File: src/rtl/phase_accumulator_scheduler.sv
// Shares one external WIDTH-bit adder across NUM_VOICES oscillator phases.
// Each sample_tick starts a sweep that updates the voices in index order.
module phase_accumulator_scheduler #(
    parameter int NUM_VOICES = 8,
    parameter int VOICE_BITS = 3,
    parameter int WIDTH      = 37
) (
    input  logic                  clock,
    input  logic                  reset_n,
    input  logic                  sample_tick,
    input  logic [NUM_VOICES-1:0] voice_enable,
    input  logic                  incr_wr_en,
    input  logic [VOICE_BITS-1:0] incr_wr_addr,
    input  logic [WIDTH-1:0]      incr_wr_data,
    input  logic                  overrun_clr,
    output logic [WIDTH-1:0]      adder_a,
    output logic [WIDTH-1:0]      adder_b,
    output logic                  adder_c_in,
    input  logic [WIDTH-1:0]      adder_sum,
    input  logic                  adder_c_out,
    output logic [WIDTH-1:0]      phase_out,
    output logic [VOICE_BITS-1:0] phase_voice,
    output logic                  phase_valid,
    output logic                  phase_wrap,
    output logic                  busy,
    output logic                  overrun
);

    typedef enum logic {IDLE, RUN} state_t;

    state_t                  state_q, state_d;
    logic [VOICE_BITS-1:0]   voice_idx_q, voice_idx_d;
    logic [WIDTH-1:0]        phase_q [NUM_VOICES];
    logic [WIDTH-1:0]        phase_d [NUM_VOICES];
    logic [WIDTH-1:0]        incr_q  [NUM_VOICES];
    logic [WIDTH-1:0]        incr_d  [NUM_VOICES];
    logic [WIDTH-1:0]        phase_out_q, phase_out_d;
    logic [VOICE_BITS-1:0]   phase_voice_q, phase_voice_d;
    logic                    phase_valid_q, phase_valid_d;
    logic                    phase_wrap_q, phase_wrap_d;
    logic                    overrun_q, overrun_d;
    logic                    running;
    logic                    last_voice;
    logic                    voice_en;

    assign running    = (state_q == RUN);
    assign last_voice = (voice_idx_q == VOICE_BITS'(NUM_VOICES - 1));
    assign voice_en   = voice_enable[voice_idx_q];

    always_ff @(posedge clock or negedge reset_n) begin
        if (!reset_n) begin
            state_q       <= IDLE;
            voice_idx_q   <= '0;
            phase_out_q   <= '0;
            phase_voice_q <= '0;
            phase_valid_q <= 1'b0;
            phase_wrap_q  <= 1'b0;
            overrun_q     <= 1'b0;
            for (int v = 0; v < NUM_VOICES; v++) begin
                phase_q[v] <= '0;
                incr_q[v]  <= '0;
            end
        end else begin
            state_q       <= state_d;
            voice_idx_q   <= voice_idx_d;
            phase_out_q   <= phase_out_d;
            phase_voice_q <= phase_voice_d;
            phase_valid_q <= phase_valid_d;
            phase_wrap_q  <= phase_wrap_d;
            overrun_q     <= overrun_d;
            for (int v = 0; v < NUM_VOICES; v++) begin
                phase_q[v] <= phase_d[v];
                incr_q[v]  <= incr_d[v];
            end
        end
    end

    always_comb begin
        state_d     = state_q;
        voice_idx_d = voice_idx_q;
        case (state_q)
            IDLE: begin
                if (sample_tick) begin
                    state_d     = RUN;
                    voice_idx_d = '0;
                end
            end
            RUN: begin
                if (last_voice) begin
                    state_d     = IDLE;
                    voice_idx_d = '0;
                end else begin
                    voice_idx_d = voice_idx_q + 1'b1;
                end
            end
            default: begin
                state_d     = IDLE;
                voice_idx_d = '0;
            end
        endcase
    end

    // The add this cycle reads incr_q, so a write to the active voice only lands next sweep.
    always_comb begin
        phase_d       = phase_q;
        incr_d        = incr_q;
        phase_out_d   = phase_out_q;
        phase_voice_d = phase_voice_q;
        phase_valid_d = 1'b0;
        phase_wrap_d  = 1'b0;
        overrun_d     = overrun_q;
        if (running) begin
            phase_d[voice_idx_q] = adder_sum;
            phase_out_d          = adder_sum;
            phase_voice_d        = voice_idx_q;
            phase_valid_d        = 1'b1;
            phase_wrap_d         = adder_c_out & voice_en;
        end
        if (incr_wr_en && (int'(incr_wr_addr) < NUM_VOICES)) begin
            incr_d[incr_wr_addr] = incr_wr_data;
        end
        if (overrun_clr) begin
            overrun_d = 1'b0;
        end
        if (running && sample_tick) begin
            overrun_d = 1'b1;
        end
    end

    always_comb begin
        adder_a     = '0;
        adder_b     = '0;
        adder_c_in  = 1'b0;
        busy        = running;
        phase_out   = phase_out_q;
        phase_voice = phase_voice_q;
        phase_valid = phase_valid_q;
        phase_wrap  = phase_wrap_q;
        overrun     = overrun_q;
        if (running) begin
            adder_a = phase_q[voice_idx_q];
            if (voice_en) begin
                adder_b = incr_q[voice_idx_q];
            end
        end
    end

endmodule
File: config.mk
export PLATFORM = sky130hd
export DESIGN_NAME = phase_accumulator_scheduler
export DESIGN_NICKNAME = d
export VERILOG_FILES = /design/src/rtl/phase_accumulator_scheduler.sv
export SDC_FILE = /design/constraint.sdc
export NUM_CORES = 1
export LEC_CHECK = 0
export CORE_AREA = 2 2 216 218
export CTS_CLUSTER_SIZE = 30
export DETAILED_ROUTE_END_ITERATION = 8
export DIE_AREA = 0 0 218 220
export GPL_ROUTABILITY_DRIVEN = 0
export MAX_ROUTING_LAYER = met4
export PLACE_DENSITY_LB_ADDON = 0.15
export RECOVER_POWER = 100
export SETUP_SLACK_MARGIN = 0.02
export SLEW_MARGIN = 20
export SYNTH_ARGS = -nofsm -noshare
export SYNTH_HDL_FRONTEND = slang
export SYNTH_SLANG_ARGS = --single-unit
File: constraint.sdc
create_clock -name clock -period 6.5 [get_ports clock]
set_clock_uncertainty 0.2 [all_clocks]
set_input_delay 1.95 -clock clock [delete_from_list [all_inputs] [get_ports clock]]
set_output_delay 1.95 -clock clock [all_outputs]
set_load 0.03 [all_outputs]
==> impl_metrics.csv <==
group,metric,value,unit
cts,clkSinkCount,639,
sta,hold_slack,285,ps
detailed_routing,drt.antenna.violating_nets,0,
power_and_ir_drop,powerDensity,536,mW/mm^2
placement,portBuffers,208,
logic_synthesis,ys_seq_area_share,55.2,%
layout,n_fill_cell,2955,
setup_path,worstPathCellList,"clkdlybuf4s50_1 -> mux4_2 -> o21ai_4 -> buf_12 -> a31oi_1 -> dlygate4sd3_1",
logic_synthesis,yosys_warnings,0,
setup_path,crit_fanout,38,
logic_synthesis,synth_top_flop_cell,"dfrtp_1",
floorplan,io_pins,210,
layout,multiInputGateArea,0.0121,sq mm
setup_path,setup.worst_path.class,"in -> out",
setup_path,cp-end-kind,"output port",
sta,fin_crit,6260,ps
setup_path,rrSetupSlack,840,ps
setup_path,cp-endpoint,"adder_b[8]",
setup_path,setup.worst_path.start,"voice_enable[5]",
cts,cts_root_buf,"clkbuf_16",
detailed_routing,dr_total_vias,16987,
run,maxCapViolCount,20,
setup_path,r2r-end,"phase_q[271]$_DFFE_PN0P_",
logic_synthesis,syn-instance-count,1900,
setup_path,slowest_stage,"dlygate4sd3_1",
detailed_routing,wire_per_inst,23.8,microns
sta,worstMarginPinSlew,3010,ps
global_routing,grt_max_degree,126,
layout,areaGrowthSynthToFinish,15.4,%
sta,slew_viol_final,771,
setup_path,critPathRequiredTime,4350,ps
global_routing,overflow,0,
layout,fin_util,72.9,%
status,status,"complete, but fails checks",
global_routing,gr-usage-all-layers,28.8,%
logic_synthesis,synth_most_common_cell,"mux2_2",
sta,report.final.setup_viol,0,
sta,slew_headroom,-101,%
cts,clock_latency,580,ps
logic_synthesis,yosys-top-cells-area,"dfrtp_1, mux2_2, mux4_2",
sta,hold_violations,0,
floorplan,die_width,218,microns
cts,postCtsResizedCells,0,
floorplan,die-area,0.0480,sq mm
detailed_routing,via_per_inst,6.21,
detailed_routing,wirelength,65.0,mm
layout,drive_above_1_share,43.6,%
cts,cts_setup_buffers,0,
status,violations,"max-capacitance violations, max-slew violations",
cts,cts_buffers,68,
sta,fmax,160,MHz
cts,ctsHtreeMaxLevel,3,
logic_synthesis,synth_cell_types,31,
setup_path,worstSetupStartpointType,"input port",
cts,tritoncts,"built",
global_routing,first_global_vias,18358,
power_and_ir_drop,ir_drop,0.000412,V
logic_synthesis,synth_edf_count,0,
floorplan,core.rowCount,79,
min_path,hold_path_class,"reg -> reg",
sta,fin_setup_tns,0,ps
setup_path,crit_arrival,4110,ps
cts,ctsHoldBuffers,0,
floorplan,design.core.area,0.0459,sq mm
placement,dp_cells,2616,
global_routing,grt_pass1_wl,103,mm
cts,max-clock-path-buffers,3,
global_routing,antenna_found_initial,1,
setup_path,slowest_delay,700,ps
setup_path,r2r-start,"busy$_DFF_PN0_",
sta,min_period_over_period,96.3,%
logic_synthesis,ys_top_cells_by_count,"mux2_2, dfrtp_1, nand2_1",
layout,nNetsFinal,2173,
logic_synthesis,netlist.area_leader.share,55.2,%
layout,seqCellArea,0.0160,sq mm
logic_synthesis,async_reset_ff_share,100,%
placement,hpwl,38.5,mm
detailed_routing,drcViolationCount,0,
logic_synthesis,synth.ff_latch_count,639,
cts,cts.reportedPaths.clkPinSlew,60,ps
sta,grt_setup_unrepaired,"no",
logic_synthesis,synth_area_leader_cell,"dfrtp_1",
floorplan,start_util,63.2,%
layout,layoutNonFillerInstCount,2734,
detailed_routing,drt_first_pass_iters,5,
setup_path,worstRegToRegCells,4,
floorplan,die_h,220,microns
power_and_ir_drop,leakagePower,13.9,nW
logic_synthesis,avgSynthCellArea,15.3,sq um
logic_synthesis,synth_nets,1993,
detailed_routing,drtIter0Drc,1346,
logic_synthesis,syn_area,0.0290,sq mm
layout,n_antenna_cell,0,
==> cell usage in the layout, fill, tap and decap left out, drive strengths merged, types with 5 or more instances in the layout <==
cell / count
mux2: 707
dfrtp: 639
dlygate4sd3: 131
clkbuf: 130
nand2: 116
mux4: 112
nand3: 74
clkdlybuf4s50: 70
a31oi: 37
a21boi: 37
buf: 19
clkinv: 12
nand4b: 5
inv: 5
==> logic make-up (layout without fill, tap and decap cells) <==
kind of cell / Yosys count / count (layout) / synth area share (%)
muxes: 821 / 821 / 36.2
AOI/OAI and AO/OA: 81 / 81 / 1.90
DFF: 639 / 639 / 55.2
adders and majority gates: 2 / 2 / 0.0863
and+or+nand+nor: 213 / 213 / 3.59
other: 1 / 1 / 0.0129
buffers and inverters: 143 / 370 / 2.98
==> sequential cells by signal (all words and copies together) (netlist names) <==
name / cells
busy: 1
phase_voice: 3
incr_q: 296
phase_out: 37
voice_idx_q: 3
phase_valid: 1
overrun: 1
phase_q: 296
phase_wrap: 1
==> area by class of cell <==
class                   count  area share (%)
well taps                 607            2.27
inverters                   4          0.0449
clock buffers             101            6.07
flip-flops and latches    639            47.8
clock inverters            16           0.475
multi-input cells        1118            36.1
repair buffers            249            7.21
==> per-layer routing <==
layer	wire (microns)	vias to the layer above	global-route usage, %
met5	0	-	-
met4	1630	0	9.23
met3	3140	90	4.20
met2	31600	420	45.1
met1	28600	9129	39.6
li1	-	7348	-
==> worst max-delay path, delay by kind of cell <==
| family | cells | cell delay, ps |
|---|---|---|
| buf+inv | 3 | 1350 |
| mux | 1 | 500 |
| compound gates | 2 | 260 |
==> worst min path at each step <==
stage                                  start                        to  cells after the start
floorplan            incr_q[232]$_DFFE_PN0P_   incr_q[232]$_DFFE_PN0P_                      1
global placement     incr_q[232]$_DFFE_PN0P_   incr_q[232]$_DFFE_PN0P_                      1
detailed placement  phase_q[286]$_DFFE_PN0P_  phase_q[286]$_DFFE_PN0P_                      1
CTS                 phase_q[260]$_DFFE_PN0P_  phase_q[260]$_DFFE_PN0P_                      1
global route        phase_q[283]$_DFFE_PN0P_  phase_q[283]$_DFFE_PN0P_                      1
finish              phase_q[260]$_DFFE_PN0P_  phase_q[260]$_DFFE_PN0P_                      1
==> power breakdown <==
part | switching [mW] | internal (mW)
registers | 0.904 | 5.46
logic | 3.85 | 3.93
clock network | 1.53 | 2.27
total | 6.28 | 11.7
==> stage by stage <==
step                      worst slack [ps]  power [mW]  cell area [sq um]
after global placement                 419        14.2              31500
after global routing                   172        18.8              33400
final                                  243        17.9              33400
after detailed placement               362        14.5              31500
after floorplan                       1140        11.8              29000
after CTS                              353        18.3              33700
Note: power is estimated with default switching activity, not from simulation.
